[src/rtl/cdp1802_uart_pkg.sv]
// cdp1802_uart_pkg: port numbers, status/EF bit positions and FSM states for the cdp1802 UART
package cdp1802_uart_pkg;
  localparam logic [2:0] PORT_DATA = 3'd1;
  localparam logic [2:0] PORT_STAT = 3'd2;
  localparam int ST_RX_AVAIL = 0;
  localparam int ST_TX_READY = 1;
  localparam int ST_RX_OVR = 2;
  localparam int ST_RX_FERR = 3;
  localparam int ST_TX_OVR = 4;
  localparam int EF_RX_AVAIL = 0;
  localparam int EF_TX_READY = 1;
  localparam int EF_RX_FERR = 2;
  typedef enum logic [1:0] {IDLE, START, DATA, STOP} fsm_e;
endpackage

[src/rtl/cdp1802_uart_rx.sv]
// cdp1802_uart_rx: 8N1 receiver with 2-flop synchroniser; emits byte with a valid or framing-error pulse
module cdp1802_uart_rx
  import cdp1802_uart_pkg::*;
#(
  parameter logic [15:0] CLKS_PER_BIT = 16'd868
) (
  input  logic       clock,
  input  logic       resetq,
  input  logic       uart_rx,
  output logic [7:0] data,
  output logic       valid,
  output logic       ferr
);
  fsm_e state, next;
  logic s1, s2, sp;
  logic [15:0] cnt;
  logic [2:0] idx;
  logic [7:0] shift;
  logic bit_end, half_end;
  assign bit_end = cnt == CLKS_PER_BIT - 16'd1;
  assign half_end = cnt == (CLKS_PER_BIT >> 1) - 16'd1;
  assign data = shift;
  always_ff @(posedge clock or negedge resetq)
    if (!resetq) state <= IDLE;
    else state <= next;
  // a start bit still high at its midpoint is treated as a glitch
  always_comb
    next = (state == IDLE)  ? ((sp && !s2) ? START : IDLE) :
           (state == START) ? (half_end ? (s2 ? IDLE : DATA) : START) :
           (state == DATA)  ? ((bit_end && idx == 3'd7) ? STOP : DATA) :
                              (bit_end ? IDLE : STOP);
  always_comb begin
    valid = state == STOP && bit_end && s2;
    ferr = state == STOP && bit_end && !s2;
  end
  always_ff @(posedge clock or negedge resetq)
    if (!resetq) begin
      {s1, s2, sp} <= 3'b111;
      cnt <= '0;
      idx <= '0;
      shift <= '0;
    end else begin
      {s1, s2, sp} <= {uart_rx, s1, s2};
      cnt <= (next != state || bit_end) ? 16'd0 : cnt + 16'd1;
      if (state == START) idx <= '0;
      else if (state == DATA && bit_end) idx <= idx + 3'd1;
      if (state == DATA && bit_end) shift <= {s2, shift[7:1]};
    end
endmodule

[src/rtl/cdp1802_uart.sv]
// cdp1802_uart: polled 8N1 UART on the cdp1802 I/O port (OUT1/INP1 data, OUT2 clear, INP2 status).
// Define CDP1802_UART_RXFIFO_EN for a 4-entry RX FIFO instead of a single holding register.
module cdp1802_uart
  import cdp1802_uart_pkg::*;
#(
  parameter logic [15:0] CLKS_PER_BIT = 16'd868
) (
  input  logic       clock,
  input  logic       resetq,
  input  logic [2:0] io_n,
  input  logic       io_inp,
  input  logic       io_out,
  input  logic [7:0] io_dout,
  output logic [7:0] io_din,
  output logic [3:0] ef,
  input  logic       uart_rx,
  output logic       uart_tx
);
  fsm_e tx_state, tx_next;
  logic [15:0] tx_cnt;
  logic [2:0] tx_idx;
  logic [7:0] tx_shift, tx_hold, rx_byte, rx_dout, stat;
  logic tx_full, tx_ovr, tx_bit_end, tx_load;
  logic rx_valid, rx_ferr_p, rx_avail, rx_pop, rx_push, rx_ovr_ev, rx_ovr, rx_ferr;
  logic wr_data, wr_clr, rd_data;
  assign wr_data = io_out && io_n == PORT_DATA;
  assign wr_clr = io_out && io_n == PORT_STAT;
  assign rd_data = io_inp && io_n == PORT_DATA;
  assign tx_bit_end = tx_cnt == CLKS_PER_BIT - 16'd1;
  // loading at end of STOP gives gap-free back-to-back frames
  assign tx_load = tx_full && (tx_state == IDLE || (tx_state == STOP && tx_bit_end));
  always_ff @(posedge clock or negedge resetq)
    if (!resetq) tx_state <= IDLE;
    else tx_state <= tx_next;
  always_comb
    tx_next = (tx_state == IDLE)  ? (tx_full ? START : IDLE) :
              (tx_state == START) ? (tx_bit_end ? DATA : START) :
              (tx_state == DATA)  ? ((tx_bit_end && tx_idx == 3'd7) ? STOP : DATA) :
                                    (tx_bit_end ? (tx_full ? START : IDLE) : STOP);
  always_comb
    uart_tx = (tx_state == START) ? 1'b0 : (tx_state == DATA) ? tx_shift[0] : 1'b1;
  always_ff @(posedge clock or negedge resetq)
    if (!resetq) begin
      tx_cnt <= '0;
      tx_idx <= '0;
      tx_shift <= '0;
      tx_hold <= '0;
      tx_full <= 1'b0;
      tx_ovr <= 1'b0;
      rx_ovr <= 1'b0;
      rx_ferr <= 1'b0;
    end else begin
      tx_cnt <= (tx_next != tx_state || tx_bit_end) ? 16'd0 : tx_cnt + 16'd1;
      if (tx_load) tx_idx <= '0;
      else if (tx_state == DATA && tx_bit_end) tx_idx <= tx_idx + 3'd1;
      if (tx_load) tx_shift <= tx_hold;
      else if (tx_state == DATA && tx_bit_end) tx_shift <= tx_shift >> 1;
      if (wr_data && (!tx_full || tx_load)) tx_hold <= io_dout;
      tx_full <= wr_data || (tx_full && !tx_load);
      tx_ovr <= (wr_data && tx_full && !tx_load) || (tx_ovr && !wr_clr);
      rx_ovr <= rx_ovr_ev || (rx_ovr && !wr_clr);
      rx_ferr <= rx_ferr_p || (rx_ferr && !wr_clr);
    end
  cdp1802_uart_rx #(.CLKS_PER_BIT(CLKS_PER_BIT)) u_rx (
    .clock  (clock),
    .resetq (resetq),
    .uart_rx(uart_rx),
    .data   (rx_byte),
    .valid  (rx_valid),
    .ferr   (rx_ferr_p)
  );
`ifdef CDP1802_UART_RXFIFO_EN
  logic [7:0] fifo [4];
  logic [1:0] wp, rp;
  logic [2:0] cnt;
  assign rx_avail = cnt != 3'd0;
  assign rx_pop = rd_data && rx_avail;
  assign rx_push = rx_valid && (cnt != 3'd4 || rx_pop);
  assign rx_ovr_ev = rx_valid && cnt == 3'd4 && !rx_pop;
  assign rx_dout = rx_avail ? fifo[rp] : 8'h00;
  always_ff @(posedge clock)
    if (rx_push) fifo[wp] <= rx_byte;
  always_ff @(posedge clock or negedge resetq)
    if (!resetq) begin
      wp <= '0;
      rp <= '0;
      cnt <= '0;
    end else begin
      if (rx_push) wp <= wp + 2'd1;
      if (rx_pop) rp <= rp + 2'd1;
      cnt <= cnt + {2'b0, rx_push} - {2'b0, rx_pop};
    end
`else
  logic [7:0] rx_hold;
  logic rx_full;
  assign rx_avail = rx_full;
  assign rx_pop = rd_data && rx_full;
  assign rx_push = rx_valid && (!rx_full || rx_pop);
  assign rx_ovr_ev = rx_valid && rx_full && !rx_pop;
  assign rx_dout = rx_hold;
  always_ff @(posedge clock or negedge resetq)
    if (!resetq) begin
      rx_hold <= '0;
      rx_full <= 1'b0;
    end else begin
      if (rx_push) rx_hold <= rx_byte;
      rx_full <= rx_push || (rx_full && !rx_pop);
    end
`endif
  always_comb begin
    stat = '0;
    stat[ST_RX_AVAIL] = rx_avail;
    stat[ST_TX_READY] = !tx_full;
    stat[ST_RX_OVR] = rx_ovr;
    stat[ST_RX_FERR] = rx_ferr;
    stat[ST_TX_OVR] = tx_ovr;
    io_din = (io_n == PORT_DATA) ? rx_dout : (io_n == PORT_STAT) ? stat : 8'h00;
    ef = '0;
    ef[EF_RX_AVAIL] = rx_avail;
    ef[EF_TX_READY] = !tx_full;
    ef[EF_RX_FERR] = rx_ferr;
  end
endmodule
[config.mk]
export PLATFORM = sky130hd
export DESIGN_NAME = cdp1802_uart
export DESIGN_NICKNAME = d
export VERILOG_FILES = /design/src/rtl/cdp1802_uart_pkg.sv /design/src/rtl/cdp1802_uart_rx.sv /design/src/rtl/cdp1802_uart.sv
export SDC_FILE = /design/constraint.sdc
export NUM_CORES = 1
export LEC_CHECK = 0
export ABC_AREA = 0
export ABC_CLOCK_PERIOD_IN_PS = 3000
export CAP_MARGIN = 0
export CORE_ASPECT_RATIO = 0.8
export CORE_MARGIN = 2
export CORE_UTILIZATION = 59
export CTS_BUF_LIST = sky130_fd_sc_hd__clkbuf_16
export DETAILED_ROUTE_END_ITERATION = 10
export GPL_TIMING_DRIVEN = 0
export PLACE_DENSITY = 0.89
export SYNTH_ARGS = -nofsm -noshare
export SYNTH_HDL_FRONTEND = slang
export SYNTH_SLANG_ARGS = --single-unit
[constraint.sdc]
create_clock -name clock -period 3 [get_ports clock]
set_clock_uncertainty 0.05 [all_clocks]
set_input_delay 0.3 -clock clock [delete_from_list [all_inputs] [get_ports clock]]
set_output_delay 0.3 -clock clock [all_outputs]
set_load 0.05 [all_outputs]
==> flow_summary_export.csv <==
group,metric,value,unit
outcome,status,"finished, violations left",
outcome,violations,"DRC",
place,globalplace.congestion,0.911,
critical_path,critPathCaptureType,"primary output",
critical_path,worst-path-stages,5,
place,io_buffers,26,
synth,syn_area_per_cell,10.3,um^2
clock_network,cts_buffers,9,
critical_path,crit_slowest_cell,"clkdlybuf4s50_1",
route,drc,2,
sta,finalCritPeriodShare,90.6,%
sta,slew_viol_final,0,
critical_path,r2r_end,"rx_dout[0]",
route,ant_nets,0,
critical_path,critPathKind,"in2out",
route,wl_per_cell,18.6,um
critical_path,cp_slowest_stage_delay,0.81,ns
critical_path,worstRegToRegCells,7,
layout,syn2layout_area_growth,17.3,%
grt,grt_pass1_vias,3621,
clock_network,cts_tree,"done",
floorplan,rows,27,
synth,yosysWarnings,0,
clock_network,cts_sinks,82,
critical_path,crit_required,2.65,ns
critical_path,critPathBufInv,2,
layout,diodes,0,
sta,max_slew_margin,50.7,%
job,max_cap_violations,0,
pwr,ir_worst_vdd,392,uV
critical_path,r2r-start,"u_rx.cnt[0]",
sta,max_freq,368,MHz
grt,grt.overflow.total,0,
synth,ys_seq_area_share,47.3,%
sta,setup_viol,0,
clock_network,path_clk_slew,0.07,ns
layout,nets,486,
critical_path,path_cells,"clkdlybuf4s50_1, nor2b_1, a22oi_1, nor2_1, clkdlybuf4s50_1",
synth,synth_nets,447,
sta,tightest_slew,0.738,ns
critical_path,ff2ff_setup_slack,0.63,ns
critical_path,crit_arrival,2.37,ns
synth,synthCells,424,
critical_path,cpMostUsedCell,"clkdlybuf4s50_1",
synth,ys_seq_elements,82,
clock_network,post-cts-setup-buffers,0,
clock_network,clk_latency,0.34,ns
synth,synth_area,4350,um^2
worst_hold_path,hp-class,"in2async",
layout,fin_cells,555,
grt,grt_max_degree,70,
clock_network,clk_path_buf_depth,2,
floorplan,die_x,100,um
route,drtIter0Drc,342,
critical_path,crit_family,"buffers and inverters",
pwr,power,3.81,mW
route,vias,3725,
route,firstDrtPassIters,11,
clock_network,h-tree-depth,3,
layout,stdcell_area,5100,um^2
layout,ff_latch_area,2060,um^2
pwr,p_leak,2.08,nW
layout,multi_input_area,2130,um^2
floorplan,dieArea,8080,um^2
place,dp_cells,538,
grt,antenna_found_initial,0,
layout,final_layout_size_suffix_gt1_share,13.0,%
critical_path,cp-start-kind,"input port",
route,wl,10300,um
clock_network,cts_root_buf,"clkbuf_16",
sta,holdWs,0.304,ns
place,place_area,4740,um^2
floorplan,initial_core_util,62.2,%
floorplan,die_height,80.8,um
layout,fillers,449,
floorplan,core,6990,um^2
grt,track_usage,27.6,%
sta,hold_violations,0,
critical_path,path_max_fanout,6,
synth,synth_edf_count,0,
floorplan,ios,29,
route,viasPerCell,6.71,
sta,final.min_clock_period,2.72,ns
grt,grt_pass1_wl,17700,um
synth,ys.flop_type,"dfrtp_1",
synth,ys_async_sr_fraction,100,%
synth,ys_types,67,
place,dp_hpwl,6990,um
pwr,p_per_area,746,nW/um^2
sta,grt_setup_unrepaired,"false",
[layout make-up]
type | instances | share of cell area (%)
multi-input cells | 305 | 41.7
flip-flops and latches | 82 | 40.3
repair buffers | 28 | 5.79
clock buffers | 9 | 4.42
clock inverters | 7 | 2.43
plain buffers | 23 | 2.21
well taps | 87 | 2.13
inverters | 14 | 1.03
[where the power goes]
| group | total [mW] | leakage [nW] | switching [mW] | internal, mW |
|---|---|---|---|---|
| Clock | 1.28 | 0.167 | 0.459 | 0.820 |
| Combinational | 0.938 | 0.871 | 0.549 | 0.390 |
| Sequential | 1.59 | 1.04 | 0.270 | 1.32 |
[registers in the layout, indices dropped and copies added (netlist names), 2 cells and up]
| register | flops |
|---|---|
| tx_cnt | 16 |
| u_rx.cnt | 16 |
| rx_dout | 8 |
| tx_hold | 8 |
| tx_shift | 8 |
| u_rx.data | 8 |
| tx_idx | 3 |
| u_rx.idx | 3 |
| tx_state | 2 |
| u_rx.state | 2 |
[kinds of logic (layout without fill, tap and decap cells)]
family / Yosys count / after routing / synth area share [%]
AND/OR/NAND/NOR: 169 / 169 / 22.6
flip-flops: 82 / 82 / 47.3
other: 1 / 1 / 0.0862
XOR/XNOR: 23 / 23 / 4.63
adder cells (fa/ha/maj): 7 / 7 / 2.01
AO/OA/AOI/OAI: 89 / 89 / 15.5
buffers and inverters: 37 / 81 / 3.80
multiplexers: 16 / 16 / 4.14
[cells in the mapped netlist (8+ instances only)]
master | n | share of area [%]
xor2_1 | 10 | 2.0
nand3_1 | 19 | 2.2
o221ai_1 | 8 | 1.6
dfrtp_1 | 79 | 45
xnor2_1 | 13 | 2.6
nor3_1 | 15 | 1.7
mux2_2 | 16 | 4.1
nor2_1 | 28 | 2.4
nand4_1 | 15 | 2.2
a31oi_1 | 10 | 1.4
nand2_1 | 31 | 2.7
o211ai_1 | 9 | 1.6
inv_1 | 13 | 1.1
clkbuf_1 | 14 | 1.2
[metrics by stage]
step	worst slack [ns]	utilization [%]	TNS [ns]
after global routing	0.186	72.9	0
after floorplan	0.900	-	0
after detailed placement	0.275	67.8	0
after global placement	-1.21	67.5	-96.43
after CTS	0.306	72.9	0
final	0.282	72.9	0
[cell usage in the layout, fill, tap and decap left out, types with 6 or more instances in the layout]
cell	n
a21oi_1	7
a222oi_1	7
a31oi_1	10
a32o_1	7
and2_1	6
clkbuf_1	14
clkbuf_16	9
clkdlybuf4s50_1	25
dfrtp_1	79
ha_1	7
inv_1	13
mux2_2	16
nand2_1	31
nand3_1	19
nand4_1	15
nor2_1	28
nor2b_1	6
nor3_1	15
nor4_1	7
o211ai_1	9
o21ai_0	7
o221ai_1	8
o22ai_1	6
or4_1	6
xnor2_1	13
xor2_1	10
[repair_timing]
action	4_1_cts	5_1_grt
hold buffers	1	0
endpoints found under the hold margin	13	0
resized for setup	0	0
[metal layers]
layer / part of all wire (%) / track usage [%]
met1: 42 / 37.3
met2: 48 / 45.1
met3: 8.6 / 6.97
met4: 1.9 / 7.53
met5: 0 / 0
[how the worst max path moves through the flow]
stage                    start  slack [ns]          to
floorplan           tx_cnt[10]        0.90   tx_idx[1]
global placement        resetq       -1.21   tx_cnt[6]
detailed placement     io_n[0]        0.27  rx_dout[6]
CTS                    io_n[1]        0.31   io_din[0]
global route           io_n[1]        0.19   io_din[0]
finish                 io_n[1]        0.28   io_din[0]
No activity file was read; power rests on OpenSTA's default activity.
